File: config.mk
export PLATFORM = sky130hd
export DESIGN_NAME = regfile_dump_engine_flat
export DESIGN_NICKNAME = d
export VERILOG_FILES = /design/src/rtl/regfile_dump_engine_if.sv /design/src/rtl/regfile_dump_engine.sv /design/src/flat_wrapper.sv
export SDC_FILE = /design/constraint.sdc
export NUM_CORES = 1
export LEC_CHECK = 0
export ABC_AREA = 1
export CAP_MARGIN = 10
export CORE_MARGIN = 5
export CORE_UTILIZATION = 25
export CTS_CLUSTER_DIAMETER = 100
export DETAILED_ROUTE_END_ITERATION = 8
export PLACE_DENSITY = 0.5
export SYNTH_ARGS = -nofsm -noshare
export SYNTH_HDL_FRONTEND = slang
export SYNTH_SLANG_ARGS = --single-unit
File: constraint.sdc
create_clock -name clk -period 2.4 [get_ports clk]
set_clock_uncertainty 0.05 [all_clocks]
set_input_delay 0.6 -clock clk [delete_from_list [all_inputs] [get_ports clk]]
set_output_delay 0.6 -clock clk [all_outputs]
set_load 0.02 [all_outputs]
File: src/rtl/regfile_dump_engine_if.sv
// Bus bundle for the register-file dump engine: one register-file read port
// plus the outgoing valid/ready byte stream.
interface regfile_dump_engine_if #(
    parameter int ADDR_W = 5,
    parameter int DATA_W = 32
);
    logic [ADDR_W-1:0] rd_addr;
    logic [DATA_W-1:0] rd_data;
    logic [7:0]        out_byte;
    logic              out_valid;
    logic              out_ready;

    // Engine side: drives the read address and the stream.
    modport master (
        output rd_addr,
        input  rd_data,
        output out_byte,
        output out_valid,
        input  out_ready
    );

    // Register file and stream sink side.
    modport slave (
        input  rd_addr,
        output rd_data,
        input  out_byte,
        input  out_valid,
        output out_ready
    );
endinterface

File: src/rtl/regfile_dump_engine.sv
// Register-file dump engine: on start, walks first_addr..last_addr (inclusive,
// wrapping) over one read port and emits each register as a 5-byte packet
// (header {3'b101, addr}, then data MSB first) on a valid/ready byte stream.
// Read-only towards the register file.
module regfile_dump_engine #(
    parameter int NUM_REGS = 32,
    parameter int ADDR_W   = 5,
    parameter int DATA_W   = 32
) (
    input  logic                  clk,
    input  logic                  reset,
    input  logic                  start,
    input  logic [ADDR_W-1:0]     first_addr,
    input  logic [ADDR_W-1:0]     last_addr,
    regfile_dump_engine_if.master bus,
    output logic                  busy,
    output logic                  done
);

    typedef enum logic [1:0] {
        IDLE,
        READ,
        SEND,
        DONE
    } stateT;

    localparam int                 NUM_BYTES = DATA_W / 8;
    localparam int                 IDX_W     = $clog2(NUM_BYTES + 1);
    localparam logic [IDX_W-1:0]   LAST_IDX  = IDX_W'(NUM_BYTES);
    localparam logic [ADDR_W:0]    REM_ONE   = (ADDR_W+1)'(1);
    localparam logic [ADDR_W-1:0]  TOP_ADDR  = ADDR_W'(NUM_REGS - 1);
    localparam logic [2:0]         HDR_TAG   = 3'b101;

    stateT               stateQ;
    stateT               stateD;
    logic [ADDR_W-1:0]   curQ;          // register currently being dumped
    logic [ADDR_W:0]     remainingQ;    // registers left, including curQ
    logic [IDX_W-1:0]    byteIdxQ;      // 0 = header, 1..NUM_BYTES = data
    logic [DATA_W-1:0]   shadowQ;       // snapshot of the register taken in READ
    logic [ADDR_W-1:0]   rdAddrQ;       // last address presented, held outside READ
    logic [ADDR_W-1:0]   rangeSpan;
    logic                xfer;
    logic                lastByte;

    // Range length minus one; ADDR_W-bit subtraction gives the mod-NUM_REGS wrap.
    assign rangeSpan = last_addr - first_addr;
    assign xfer      = bus.out_valid && bus.out_ready;
    assign lastByte  = (byteIdxQ == LAST_IDX);

    // State register.
    always_ff @(posedge clk) begin
        // NOTE: sequential state always uses non-blocking assignment so every
        // register samples pre-edge values regardless of statement order.
        if (reset) begin
            stateQ <= IDLE;
        end else begin
            stateQ <= stateD;
        end
    end

    // Next-state decode plus control outputs; out_valid comes from state only.
    always_comb begin
        // NOTE: every output gets a default before the case so no path leaves
        // one unassigned, which would otherwise infer a latch.
        stateD        = stateQ;
        busy          = 1'b0;
        done          = 1'b0;
        bus.out_valid = 1'b0;
        bus.rd_addr   = rdAddrQ;
        case (stateQ)
            IDLE: begin
                if (start) begin
                    stateD = READ;
                end
            end
            READ: begin
                busy        = 1'b1;
                bus.rd_addr = curQ;
                stateD      = SEND;
            end
            SEND: begin
                busy          = 1'b1;
                bus.out_valid = 1'b1;
                if (bus.out_ready && lastByte) begin
                    stateD = (remainingQ == REM_ONE) ? DONE : READ;
                end
            end
            DONE: begin
                done   = 1'b1;
                stateD = IDLE;
            end
            default: begin
                stateD = IDLE;
            end
        endcase
    end

    // Stream byte select: header first, then shadow bytes MSB first.
    always_comb begin
        bus.out_byte = 8'h00;
        if (stateQ == SEND) begin
            if (byteIdxQ == '0) begin
                // Header carries the low five address bits under the 3'b101 tag.
                bus.out_byte = {HDR_TAG, 5'(curQ)};
            end else begin
                for (int i = 0; i < NUM_BYTES; i++) begin
                    if (byteIdxQ == IDX_W'(i + 1)) begin
                        bus.out_byte = shadowQ[DATA_W-1-8*i -: 8];
                    end
                end
            end
        end
    end

    // Datapath: range counters, byte index, shadow capture, held read address.
    always_ff @(posedge clk) begin
        if (reset) begin
            curQ       <= '0;
            remainingQ <= '0;
            byteIdxQ   <= '0;
            shadowQ    <= '0;
            rdAddrQ    <= '0;
        end else begin
            case (stateQ)
                IDLE: begin
                    if (start) begin
                        curQ       <= first_addr;
                        remainingQ <= (ADDR_W+1)'(rangeSpan) + REM_ONE;
                    end
                end
                READ: begin
                    // The file writes on this same edge, so rd_data here is
                    // still the pre-write value.
                    shadowQ  <= bus.rd_data;
                    byteIdxQ <= '0;
                    rdAddrQ  <= curQ;
                end
                SEND: begin
                    if (xfer) begin
                        if (lastByte) begin
                            if (remainingQ != REM_ONE) begin
                                curQ       <= (curQ == TOP_ADDR) ? '0 : curQ + ADDR_W'(1);
                                remainingQ <= remainingQ - REM_ONE;
                            end
                        end else begin
                            byteIdxQ <= byteIdxQ + IDX_W'(1);
                        end
                    end
                end
                default: begin
                end
            endcase
        end
    end

endmodule
File: src/flat_wrapper.sv
// flat-port wrapper written by rule: the top's interface ports become plain ports
module regfile_dump_engine_flat 
#(
    parameter int NUM_REGS = 32,
    parameter int ADDR_W   = 5,
    parameter int DATA_W   = 32
)
  (clk, reset, start, first_addr, last_addr, busy, done, bus_rd_addr, bus_rd_data, bus_out_byte, bus_out_valid, bus_out_ready);
  regfile_dump_engine_if #(.ADDR_W(ADDR_W), .DATA_W(DATA_W)) bus_i ();
  input  logic clk;
  input  logic reset;
  input  logic start;
  input  logic [ADDR_W-1:0] first_addr;
  input  logic [ADDR_W-1:0] last_addr;
  output logic busy;
  output logic done;
  output wire logic [$bits(bus_i.rd_addr)-1:0] bus_rd_addr;
  input wire logic [$bits(bus_i.rd_data)-1:0] bus_rd_data;
  output wire logic [$bits(bus_i.out_byte)-1:0] bus_out_byte;
  output wire logic [$bits(bus_i.out_valid)-1:0] bus_out_valid;
  input wire logic [$bits(bus_i.out_ready)-1:0] bus_out_ready;
  assign bus_rd_addr = bus_i.rd_addr;
  assign bus_i.rd_data = bus_rd_data;
  assign bus_out_byte = bus_i.out_byte;
  assign bus_out_valid = bus_i.out_valid;
  assign bus_i.out_ready = bus_out_ready;
  regfile_dump_engine #(.NUM_REGS(NUM_REGS), .ADDR_W(ADDR_W), .DATA_W(DATA_W)) u_core (.clk(clk), .reset(reset), .start(start), .first_addr(first_addr), .last_addr(last_addr), .bus(bus_i), .busy(busy), .done(done));
endmodule
Word-level counts from Yosys, hierarchy flattened
Index checks and enable logic that the tools add are counted.

Multiplexer cells: 28. Equality and inequality tests: 16. Reduce and logical (&&, ||, !) cells: 10. Add/subtract/negate cells: 5.

Operators with widths (count): 2-to-1 mux 8 bit (6); 2-to-1 mux 5 bit (6); 2-to-1 mux 6 bit (4); one-hot mux 6 bit (2 select lines) (1); one-hot mux 5 bit (2 select lines) (1); one-hot mux 2 bit (4 select lines) (1); adder 5 x 1 -> 6 bit, second input constant (1); equality test 3 x 2 -> 1 bit, second input constant (2); equality test 6 x 1 -> 1 bit, second input constant (1); 2-to-1 mux 2 bit (3); 2-to-1 mux 3 bit (2); != test 2 x 1 -> 1 bit, second input constant (3); != test 2 bit, second input constant (3); != test 6 x 1 -> 1 bit, second input constant (1); one-hot mux 3 bit (2 select lines) (1); subtractor 6 x 1 -> 6 bit, second input constant (1); adder 5 x 1 -> 5 bit, second input constant (1); equality test 5 bit, second input constant (1); AND reduction 5 bit (1); subtractor 5 bit (1); equality test 2 bit, second input constant (2); nonzero test 2 bit (2); adder 3 x 1 -> 3 bit, second input constant (1); equality test 3 x 1 -> 1 bit, second input constant (1); 9 further kinds (12).

Output and inout port bits: 16. Bits of input ports: 46. Bits in registers: 53. Word-level logic and storage cells: 65.

Depth between registers and ports, before layout
Gate-level depths: netlist of the first run.

Word-level depth: 7. Depth in mapped cells: 13. Depth with buffers taken out: 13.

Worst setup path before layout of the first run
OpenSTA, ideal clock, no wires.

Path kind: flip-flop to output port. Start point: register u_core.stateQ[0]. End point: output port bus_out_byte[0]. Cell stages (with the launch flop): 7. Setup slack: 0.011 ns. Data arrival time: 1.739 ns. Path buffers: 2. Data required time: 1.750 ns. Cell sequence: dfxtp_1 inv_1 ha_1 buf_2 clkbuf_1 o221ai_1 a21oi_1.

Word-level cells in the longest chain between the ends: 2.

Ends and longest elaborated chain: start, declared (line regfile_dump_engine.sv:34) `stateT stateQ;`; start signal, assigned (line regfile_dump_engine.sv:57) `stateQ <= stateD;`; equality test 2 bit (line regfile_dump_engine.sv:101) `if (stateQ == SEND) begin`; 2-to-1 mux 8 bit (line regfile_dump_engine.sv:101); end, declared (line flat_wrapper.sv:19) `output wire logic [$bits(bus_i.out_byte)-1:0] bus_out_byte;`.

Every way passes these cells.

Worst setup path after layout of the first run
Start point: register u_core.byteIdxQ[0]. End point: output port bus_out_byte[7].

Word-level cells in the longest chain between the ends: 7. Elaborated cells between the ends (all ways): 11. Classes of those cells: eq/ne (4); mux (6); reduce/logical (1).

Ends and longest elaborated chain: start, declared (line regfile_dump_engine.sv:38) `logic [IDX_W-1:0] byteIdxQ;`; start signal, assigned (line regfile_dump_engine.sv:146) `byteIdxQ <= byteIdxQ + IDX_W'(1);`; equality test 3 x 1 -> 1 bit (line regfile_dump_engine.sv:107) `if (byteIdxQ == IDX_W'(i + 1)) begin`; 2-to-1 mux 8 bit (4 in a row) (line regfile_dump_engine.sv:107); 2-to-1 mux 8 bit * (line regfile_dump_engine.sv:102) `if (byteIdxQ == '0) begin`; 2-to-1 mux 8 bit * (line regfile_dump_engine.sv:101).

Every way passes the cells marked *; elsewhere a longest branch is shown, timed or not.

==> results.toml, run 1 <==
[sta]
fin_crit_sh = 1.007
timing.final.ws_setup_ns = -0.01693
worst-slew-pin-transition_ns = 0.3620
timing.slew.headroom = 0.7570
rsz0062_at_grt = "true"
finalMaxSlewViolations = 0
totalNegativeSetupSlack_ns = -0.01961
timing_hold_violations_final = 0
timing.final.crit_period_ns = 2.417
achievable-frequency_mhz = 413.7
setup_viol = 3

[setup_path]
worstReg2RegEnd = "u_core.remainingQ[4]"
crit_slowest_cell = "sky130_fd_sc_hd__dfxtp_4"
cp_slowest_stage_delay_ns = 0.37
setup.worst_path.class = "reg -> out"
reg2reg_start = "u_core.stateQ[0]"
required_ns = 1.75
r2r_setup_slack_ns = 0.42
critPathCaptureType = "output pin"
crit_path_start_kind = "flip-flop"
arrival_ns = 1.77
crit_fanout = 4
path_cells = "ha_2 -> ha_4 -> clkinv_2 -> buf_4 -> o211ai_1 -> a21oi_2 -> buf_4"
worstRegToRegCells = 11
crit_top_cell = "sky130_fd_sc_hd__buf_4"

[layout]
flow.area_growth_from_synthesis_pct = 43.85
finalNetCount = 583
final_layout_size_suffix_gt1_frac = 0.1795
finalInstanceArea_sq_um = 4215
instances_no_fill = 661
num_antenna_cells = 0
final_core_utilization = 0.3676

[grt]
track_usage = 0.1189
initial_antenna_violation_count = 0
grt_first_pass_wirelength_um = 14130
grt_overflow_total = 0
pin_count_of_the_biggest_net_entering_global_routing = 45
first_global_vias = 3011

[job]
max_cap_violations = 0

[clocking]
clk_transition_reported_paths_ns = 0.07
cts_htree_levels = 2
maximum_clock_path_buffer_count = 2
tritoncts_clock_tree = "built"
clock_sinks = 53
cts_inserted_buffers = 5
clock_tree.root_cell = "sky130_fd_sc_hd__clkbuf_16"
cts.hold.buffers_added = 0
clk_latency_ns = 0.29

[synth]
synth-warning-count = 0
mappedNetlistArea_sq_um = 2930
postSynthRegisterBits = 53
synth_top_family_by_area = "simple AND/OR/NAND/NOR gates"
synthDominantAreaCellType = "sky130_fd_sc_hd__dfxtp_1"
ys_types = 30
synth_edf_count = 0
synth_compound_gate_area_share = 0.2114
synth_cells = 429
synth_mux_area_frac = 0
list_of_most_frequent_post_synthesis_cells = "sky130_fd_sc_hd__nor2_1, sky130_fd_sc_hd__nand2_1, sky130_fd_sc_hd__dfxtp_1"
yosys.area_share.xor_xnor = 0.002989
synthMostInstantiatedCell = "sky130_fd_sc_hd__nor2_1"
netlist_top_cells_area = "sky130_fd_sc_hd__dfxtp_1, sky130_fd_sc_hd__nor2_1, sky130_fd_sc_hd__nand2_1, sky130_fd_sc_hd__o21ai_0, sky130_fd_sc_hd__ha_1"
synth_top_area_frac = 0.3621
postSynth.asyncResetShare = 0
synth-adder-area-share = 0.08796
yosys_most_used_dff = "sky130_fd_sc_hd__dfxtp_1"
synth_nets = 495
syn_area_per_cell_sq_um = 6.831
synth_seq_area_share = 0.3621
post_synth_and_or_nand_nor_area_fraction = 0.2583

[run_status]
status = "finished with violations"
failed_checks = "negative setup slack"

[drt]
vias = 2987
drt_first_pass_iters = 4
route.antenna.remaining_nets = 0
routed_via_density = 4.519
drcViolationCount = 0
wl_um = 8466
wl_per_cell_um = 12.81
detail_route.iter0.violations = 194

[power_and_ir_drop]
power.density_nw_per_um2 = 1053
maximum_vdd_drop_mv = 0.3560
power_leakage_uw = 0.001943

[placement]
port-buffer-count = 61
dp_area_sq_um = 3924
sum_of_net_half_perimeters_after_detailed_placement_um = 6384
placed_cells = 651
pre_cts_ws_ns = -0.2815
gp_congestion = 0.8153

[floorplan]
die_w_um = 118.3
floorplan.initialDensity = 0.2555
ioPinCount = 62
std_cell_rows = 39
die_height_um = 118.3
dieArea_sq_um = 13990
core_region_area_sq_um = 11470

[hold_path]
worst_hold_path.endpoint = "u_core.rdAddrQ[4]"
hold_path.startpoint = "u_core.rdAddrQ[4]"
timing.hold.worst.class = "reg -> reg"
hold_depth = 2
-- report_power, final --
part           internal, uW  total (uW)  switching [uW]  leakage (uW)
clock                   494         818             324     0.0000800
combinational           868        2180            1310       0.00142
sequential             1220        1440             217      0.000438
-- worst max path at each step --
stage,to,cells after the start,slack [ns],from
final,bus_out_byte[7],7,-0.02,u_core.byteIdxQ[0]
after global routing,bus_out_byte[6],10,-0.12,u_core.byteIdxQ[1]
after CTS,bus_out_byte[0],8,-0.003,u_core.byteIdxQ[0]
after detailed placement,u_core.remainingQ[4],11,-0.28,first_addr[0]
after global placement,bus_out_byte[3],9,-0.26,u_core.byteIdxQ[0]
after floorplan,bus_out_byte[0],6,0.01,u_core.stateQ[0]
-- cells by family (layout without fill, tap and decap cells) --
family,after synthesis,in the layout
simple gates,184,184
buf+inv,57,146
compound gates,114,114
flops,53,53
fa+ha+maj,20,20
xor+xnor,1,1
-- area by class of cell --
| cell class | count | area, sq um |
|---|---|---|
| multi-input cells | 319 | 1757 |
| fillers | 1165 | 7252 |
| inverters | 39 | 148.9 |
| clock buffers | 5 | 125.1 |
| clock inverters | 3 | 46.29 |
| repair buffers | 99 | 893.4 |
| well taps | 143 | 178.9 |
| flip-flops and latches | 53 | 1066 |
-- what timing repair did --
action	CTS	global route
buffers inserted	0	2
setup endpoints to repair	14	14
gates resized for setup	55	32
pin swaps	1	8
-- layout by cell type (no fill, tap or decap), types with 4 or more instances in the layout --
cell type                         netlist  final
sky130_fd_sc_hd__ha_1                  19     14
sky130_fd_sc_hd__o211ai_1               7      7
sky130_fd_sc_hd__buf_4                  0     43
sky130_fd_sc_hd__nand2_2                1      6
sky130_fd_sc_hd__inv_2                  1      7
sky130_fd_sc_hd__o21ai_0               52     51
sky130_fd_sc_hd__nor2_1                85     83
sky130_fd_sc_hd__o21ai_1                7      8
sky130_fd_sc_hd__nand2_1               72     66
sky130_fd_sc_hd__clkdlybuf4s50_1        0     45
sky130_fd_sc_hd__dlygate4sd2_1          0      6
sky130_fd_sc_hd__a21oi_1               38     34
sky130_fd_sc_hd__nand3_1               19     18
sky130_fd_sc_hd__a21oi_2                0      4
sky130_fd_sc_hd__inv_1                 36     30
sky130_fd_sc_hd__clkbuf_16              0      5
sky130_fd_sc_hd__dfxtp_1               53     51
-- critical path: cells and delay by family (launching register included) --
kind            cells  cell delay [ns]
compound gates      2             0.32
fa+ha+maj           2             0.38
buf+inv             3             0.40
flops               1             0.37
-- layer usage --
metal  vias up  share of wire  global-route usage
met3         9          0.040             0.02340
li1       1585              -                   -
met1      1325           0.47              0.1491
met2        68           0.48              0.2096
met4         0          0.012             0.02796
met5         -              0                   0
-- flip-flops by register name, summed over array words and instances (netlist names) --
| register | cells |
|---|---|
| u_core.byteIdxQ | 3 |
| u_core.curQ | 5 |
| u_core.rdAddrQ | 5 |
| u_core.remainingQ | 6 |
| u_core.shadowQ | 32 |
| u_core.stateQ | 2 |
-- through the flow --
step	total power (uW)	hold slack, ns
floorplan	2765	0.3980
global placement	3527	0.4076
detailed placement	3556	0.4120
CTS	4383	0.4216
global route	4818	0.4504
finish	4438	0.4204
No activity file was read; power rests on OpenSTA's default activity.
==> inputs of run 2 (changes only) <==
- ABC_AREA: 1 -> unset
- SLEW_MARGIN: unset -> 10
==> results.toml, run 2 <==
[clocking]
tritoncts_clock_tree = "built"
maximum_clock_path_buffer_count = 2
cts_htree_levels = 2
clk_latency_ns = 0.29
cts.hold.buffers_added = 0
clock_sinks = 53
cts_inserted_buffers = 5
clock_tree.root_cell = "sky130_fd_sc_hd__clkbuf_16"
clk_transition_reported_paths_ns = 0.07

[layout]
final_core_utilization = 0.3792
commonest_non_fill_non_tap_cells_in_the_layout = "sky130_fd_sc_hd__nor2_1, sky130_fd_sc_hd__dfxtp_1, sky130_fd_sc_hd__clkdlybuf4s50_1"
largest_register_ff_count = 32
num_antenna_cells = 0
top_register = "u_core.shadowQ"
flow.area_growth_from_synthesis_pct = 47.44
instances_no_fill = 558
commonest_non_fill_non_tap_cell_in_the_layout = "sky130_fd_sc_hd__nor2_1"
finalNetCount = 480
final_layout_size_suffix_gt1_frac = 0.2699
layout_top_registers = "u_core.shadowQ x32, u_core.remainingQ x6"

[drt]
drcViolationCount = 0
routed_via_density = 4.670
route.antenna.remaining_nets = 0
detail_route.iter0.violations = 105
wl_um = 8251
vias = 2606
drt_first_pass_iters = 4
wl_per_cell_um = 14.79

[floorplan]
die_w_um = 118.8
die_height_um = 118.8
dieArea_sq_um = 14120
ioPinCount = 62
core_region_area_sq_um = 11520
std_cell_rows = 39
floorplan.initialDensity = 0.2572

[setup_path]
setup.worst_path.class = "reg -> out"
crit_fanout = 8
critPathCaptureType = "output pin"
crit_path_start_kind = "flip-flop"
required_ns = 1.75
arrival_ns = 1.80

[placement]
pre_cts_ws_ns = -0.3721
gp_congestion = 0.8182
port-buffer-count = 61
sum_of_net_half_perimeters_after_detailed_placement_um = 5885
placed_cells = 545

[synth]
synth_edf_count = 0
mappedNetlistArea_sq_um = 2962
synth_cells = 334
synth-warning-count = 0
ys_types = 46
netlist_top_cells_area = "sky130_fd_sc_hd__dfxtp_1, sky130_fd_sc_hd__mux2i_1, sky130_fd_sc_hd__ha_1, sky130_fd_sc_hd__nor2_1, sky130_fd_sc_hd__nand2_1"
synth_top_area_frac = 0.3583
syn_area_per_cell_sq_um = 8.867
synthDominantAreaCellType = "sky130_fd_sc_hd__dfxtp_1"
yosys_most_used_dff = "sky130_fd_sc_hd__dfxtp_1"
list_of_most_frequent_post_synthesis_cells = "sky130_fd_sc_hd__nor2_1, sky130_fd_sc_hd__dfxtp_1, sky130_fd_sc_hd__mux2i_1"
synth_seq_area_share = 0.3583
postSynth.asyncResetShare = 0
postSynthRegisterBits = 53
synth_nets = 400
synthMostInstantiatedCell = "sky130_fd_sc_hd__nor2_1"

[grt]
first_global_vias = 2756
track_usage = 0.1168
initial_antenna_violation_count = 0
grt_first_pass_wirelength_um = 13760
grt_overflow_total = 0
pin_count_of_the_biggest_net_entering_global_routing = 45

[sta]
final.hold.worst_slack_ns = 0.4514
timing.final.ws_setup_ns = -0.04950
rsz0062_at_grt = "true"
setup_viol = 5
fin_crit_sh = 1.021
timing.slew.headroom = 0.6329
worst-slew-pin-transition_ns = 0.5506
finalMaxSlewViolations = 0
achievable-frequency_mhz = 408.2
timing.final.crit_period_ns = 2.449
timing_hold_violations_final = 0

[run_status]
failed_checks = "negative setup slack"
status = "finished with violations"

[power_and_ir_drop]
maximum_vdd_drop_mv = 0.3550
power.density_nw_per_um2 = 755.7
power_leakage_uw = 0.001740

[hold_path]
timing.hold.worst.class = "reg -> reg"

[job]
max_cap_violations = 0
## run 2: cell types whose count changed after synthesis, sizes merged, moves of 7 or more
cell,change
inv,-21
o21ai,-42
nand3,-16
mux2i,+38
nor2,-30
a211oi,+7
nand2,-48
o211ai,-7
a21oi,-25
## run 2: final cells by class
type | count | area (sq um)
Clock buffer | 5 | 125.1
Clock inverter | 3 | 21.27
Fill cell | 1181 | 7149
Inverter | 16 | 62.56
Multi-Input combinational cell | 245 | 2031
Sequential cell | 53 | 1069
Tap cell | 143 | 178.9
Timing Repair Buffer | 93 | 879.6
## run 2: logic make-up (layout without fill, tap and decap cells)
| family | count (synthesis) | after routing | share of synthesized area |
|---|---|---|---|
| AOI/OAI and AO/OA | 61 | 61 | 0.1424 |
| DFF | 53 | 53 | 0.3583 |
| and+or+nand+nor | 113 | 113 | 0.1859 |
| buffers and inverters | 36 | 117 | 0.05450 |
| muxes | 44 | 44 | 0.1512 |
| xor gates and xnor gates | 7 | 7 | 0.02070 |
| adders and majority gates | 20 | 20 | 0.08703 |
## run 2: per-stage QoR
stage                     area, sq um  power, uW  TNS (ns)
final                            4367       3300   -0.1291
after global routing             4367       3545   -0.6682
after CTS                        4234       3321  -0.06058
after detailed placement         3908       2560    -4.058
after global placement           3908       2548    -3.664
after floorplan                  2994       2098         0
## run 2: worst paths after layout
path,start,end,slack [ns],depth (start not counted)
min,u_core.shadowQ[5],u_core.shadowQ[5],0.45,2
max,u_core.byteIdxQ[1],bus_out_byte[0],-0.05,8
max reg2reg,u_core.byteIdxQ[0],u_core.curQ[4],0.28,10
min reg2reg,u_core.shadowQ[5],u_core.shadowQ[5],0.45,2
## run 2: critical path, cell delays in order (launching register included)
cell,delay [ns]
sky130_fd_sc_hd__dfxtp_4,0.37
sky130_fd_sc_hd__buf_6,0.12
sky130_fd_sc_hd__ha_4,0.19
sky130_fd_sc_hd__buf_12,0.15
sky130_fd_sc_hd__nand2_4,0.05
sky130_fd_sc_hd__o21ai_2,0.05
sky130_fd_sc_hd__a221oi_2,0.31
sky130_fd_sc_hd__a211oi_2,0.09
sky130_fd_sc_hd__buf_4,0.18
## run 2: where the power goes
group          internal [uW]  switching [uW]  leakage (uW)
Clock                    389             335     0.0000702
Combinational            670             709       0.00123
Sequential              1050             148      0.000436
Total                   2110            1190       0.00174
## run 2: layer usage
| layer | vias to the layer above | wire [um] | GRT usage |
|---|---|---|---|
| met5 | - | 0 | 0 |
| met4 | 0 | 92 | 0.02534 |
| met3 | 8 | 337 | 0.02891 |
| met2 | 44 | 3869 | 0.1908 |
| met1 | 1229 | 3952 | 0.1566 |
| li1 | 1325 | - | - |
## run 2: timing repair
action	4_1_cts	5_1_grt
pin swaps	17	13
setup endpoints to repair	17	10
endpoints found under the hold margin	0	0
buffers inserted	3	3
gates resized for setup	88	36
==> inputs of run 3 (changes only) <==
- CTS_BUF_LIST: unset -> sky130_fd_sc_hd__clkbuf_4
- REMOVE_ABC_BUFFERS: unset -> 1
==> results.toml, run 3 (same netlist as run 2, synthesis figures left out) <==
[power_and_ir_drop]
power_frac_clock = 0.142
combPwrFrac = 0.456
power_leakage_uw = 0.001683
power_report.internal_total_uw = 1837
seqPwrFrac = 0.402
netSwitchingFraction = 0.3813
maximum_vdd_drop_mv = 0.3088
power.density_nw_per_um2 = 696.8
power.net_switching_uw = 1132

[setup_path]
critPathCaptureType = "output pin"
critical_path.startpoint = "u_core.byteIdxQ[1]"
required_ns = 1.75
reg2reg_start = "u_core.byteIdxQ[0]"
arrival_ns = 1.85
crit_fanout = 9
setup.worst_path.class = "reg -> out"
crit_path_start_kind = "flip-flop"

[layout]
commonest_non_fill_non_tap_cells_in_the_layout = "sky130_fd_sc_hd__nor2_1, sky130_fd_sc_hd__dfxtp_1, sky130_fd_sc_hd__clkdlybuf4s50_1"
multi_input_comb_area_sq_um = 1951
sequential_cell_area_sq_um = 1071
final_core_utilization = 0.3701
commonest_non_fill_non_tap_cell_in_the_layout = "sky130_fd_sc_hd__nor2_1"
top_register = "u_core.shadowQ"
largest_register_ff_count = 32
flow.area_growth_from_synthesis_pct = 43.90
layout_top_registers = "u_core.shadowQ x32, u_core.remainingQ x6"
final_layout_size_suffix_gt1_frac = 0.2817
fillerInstances = 1217
finalNetCount = 491
instances_no_fill = 570

[grt]
initial_antenna_violation_count = 1
track_usage = 0.1120
grt_overflow_total = 0
grt_first_pass_wirelength_um = 13140
first_global_vias = 2711
pin_count_of_the_biggest_net_entering_global_routing = 31

[drt]
wl_per_cell_um = 13.76
drt_first_pass_iters = 4
route.met2.wl_um = 3725
drcViolationCount = 0
routed_via_density = 4.588
detail_route.iter0.violations = 59
route.antenna.remaining_nets = 0
wl_met1_um = 3783
wl_met3_um = 248
vias = 2615
wl_um = 7846
routed.top_layer = "met4"

[sta]
setup_viol = 8
worst-slew-pin-transition_ns = 0.5637
finalMaxSlewViolations = 0
rsz0062_at_grt = "true"
achievable-frequency_mhz = 399.3
timing.slew.headroom = 0.6242
timing_hold_violations_final = 0
fin_crit_sh = 1.044
timing.final.ws_setup_ns = -0.1046
timing.final.crit_period_ns = 2.505

[clocking]
clk_transition_reported_paths_ns = 0.16
maximum_clock_path_buffer_count = 2
tritoncts_clock_tree = "built"
cts_htree_levels = 2
cts_inserted_buffers = 5
clk_latency_ns = 0.38
cts.hold.buffers_added = 0
clock_sinks = 53
clock_tree.root_cell = "sky130_fd_sc_hd__clkbuf_4"

[placement]
port-buffer-count = 61
sum_of_net_half_perimeters_after_detailed_placement_um = 5953
gp_congestion = 0.7525
placed_cells = 554
pre_cts_ws_ns = -0.3882

[job]
max_cap_violations = 0

[run_status]
failed_checks = "negative setup slack"
status = "finished with violations"

[floorplan]
ioPinCount = 62
core_region_area_sq_um = 11520
floorplan.initialDensity = 0.2572
dieArea_sq_um = 14120
die_w_um = 118.8
die_height_um = 118.8
std_cell_rows = 39

[hold_path]
timing.hold.worst.class = "reg -> reg"
hold_path.startpoint = "u_core.shadowQ[2]"
-- run 3: changes by cell type in the layout (fill, tap and decap cells not counted), sizes merged --
cell,previous run,this run
buf,41,53
dlygate4sd2,8,1
clkbuf,5,11
clkdlybuf4s50,44,45
clkinv,1,0
clkinvlp,1,2
diode,0,1
inv,17,16
-- run 3: power by group through the flow --
| stage | Sequential, uW | Combinational [uW] | Clock, uW |
|---|---|---|---|
| final | 1190 | 1350 | 422 |
| after global routing | 1220 | 1510 | 477 |
| after CTS | 1200 | 1360 | 444 |
| after detailed placement | 1210 | 1330 | 0 |
| after global placement | 1210 | 1320 | 0 |
| after floorplan | 1170 | 879 | 0 |
-- run 3: path summary, 6_finish.rpt --
path	slack, ns	cells past startpoint	end
max	-0.10	6	bus_out_byte[0]
min	0.47	2	u_core.shadowQ[2]
max reg2reg	0.31	11	u_core.remainingQ[2]
min reg2reg	0.47	2	u_core.shadowQ[2]
-- run 3: through the flow --
step           power (uW)  instance area, sq um  setup TNS, ns  hold WS, ns
2_1_floorplan        2048                  2860         -4.641       0.4027
3_3_place_gp         2524                  3943         -3.602       0.4224
3_5_place_dp         2540                  3943         -3.726       0.4369
4_1_cts              2999                  4184        -0.7034       0.4682
5_1_grt              3211                  4262         -1.504       0.5040
6_report             2969                  4262        -0.6120       0.4674
-- run 3: final cells by class --
cell class,count,share of cell area
Multi-Input combinational cell,245,0.4577
Inverter,16,0.01468
Sequential cell,53,0.2513
Clock buffer,6,0.01057
Tap cell,143,0.04198
Timing Repair Buffer,104,0.2196
Antenna cell,1,0.0005872
Clock inverter,2,0.003523
-- run 3: metal layers --
| metal | track usage | up-vias |
|---|---|---|
| met5 | 0 | - |
| met4 | 0.02824 | 0 |
| met3 | 0.01943 | 6 |
| met2 | 0.1890 | 40 |
| met1 | 0.1489 | 1225 |
| li1 | - | 1344 |
-- run 3: worst max-delay path, stage by stage (launching register included) --
cell and delay, ns:
sky130_fd_sc_hd__dfxtp_4 0.40, sky130_fd_sc_hd__ha_4 0.16, sky130_fd_sc_hd__ha_4 0.17, sky130_fd_sc_hd__buf_6 0.15, sky130_fd_sc_hd__a221oi_1 0.35, sky130_fd_sc_hd__a211oi_2 0.08
sky130_fd_sc_hd__buf_4 0.17
-- run 3: timing repair --
action | 4_1_cts | 5_1_grt
pin swaps | 14 | 14
resized for setup | 103 | 27
setup buffers | 4 | 3
setup endpoints to repair | 15 | 17
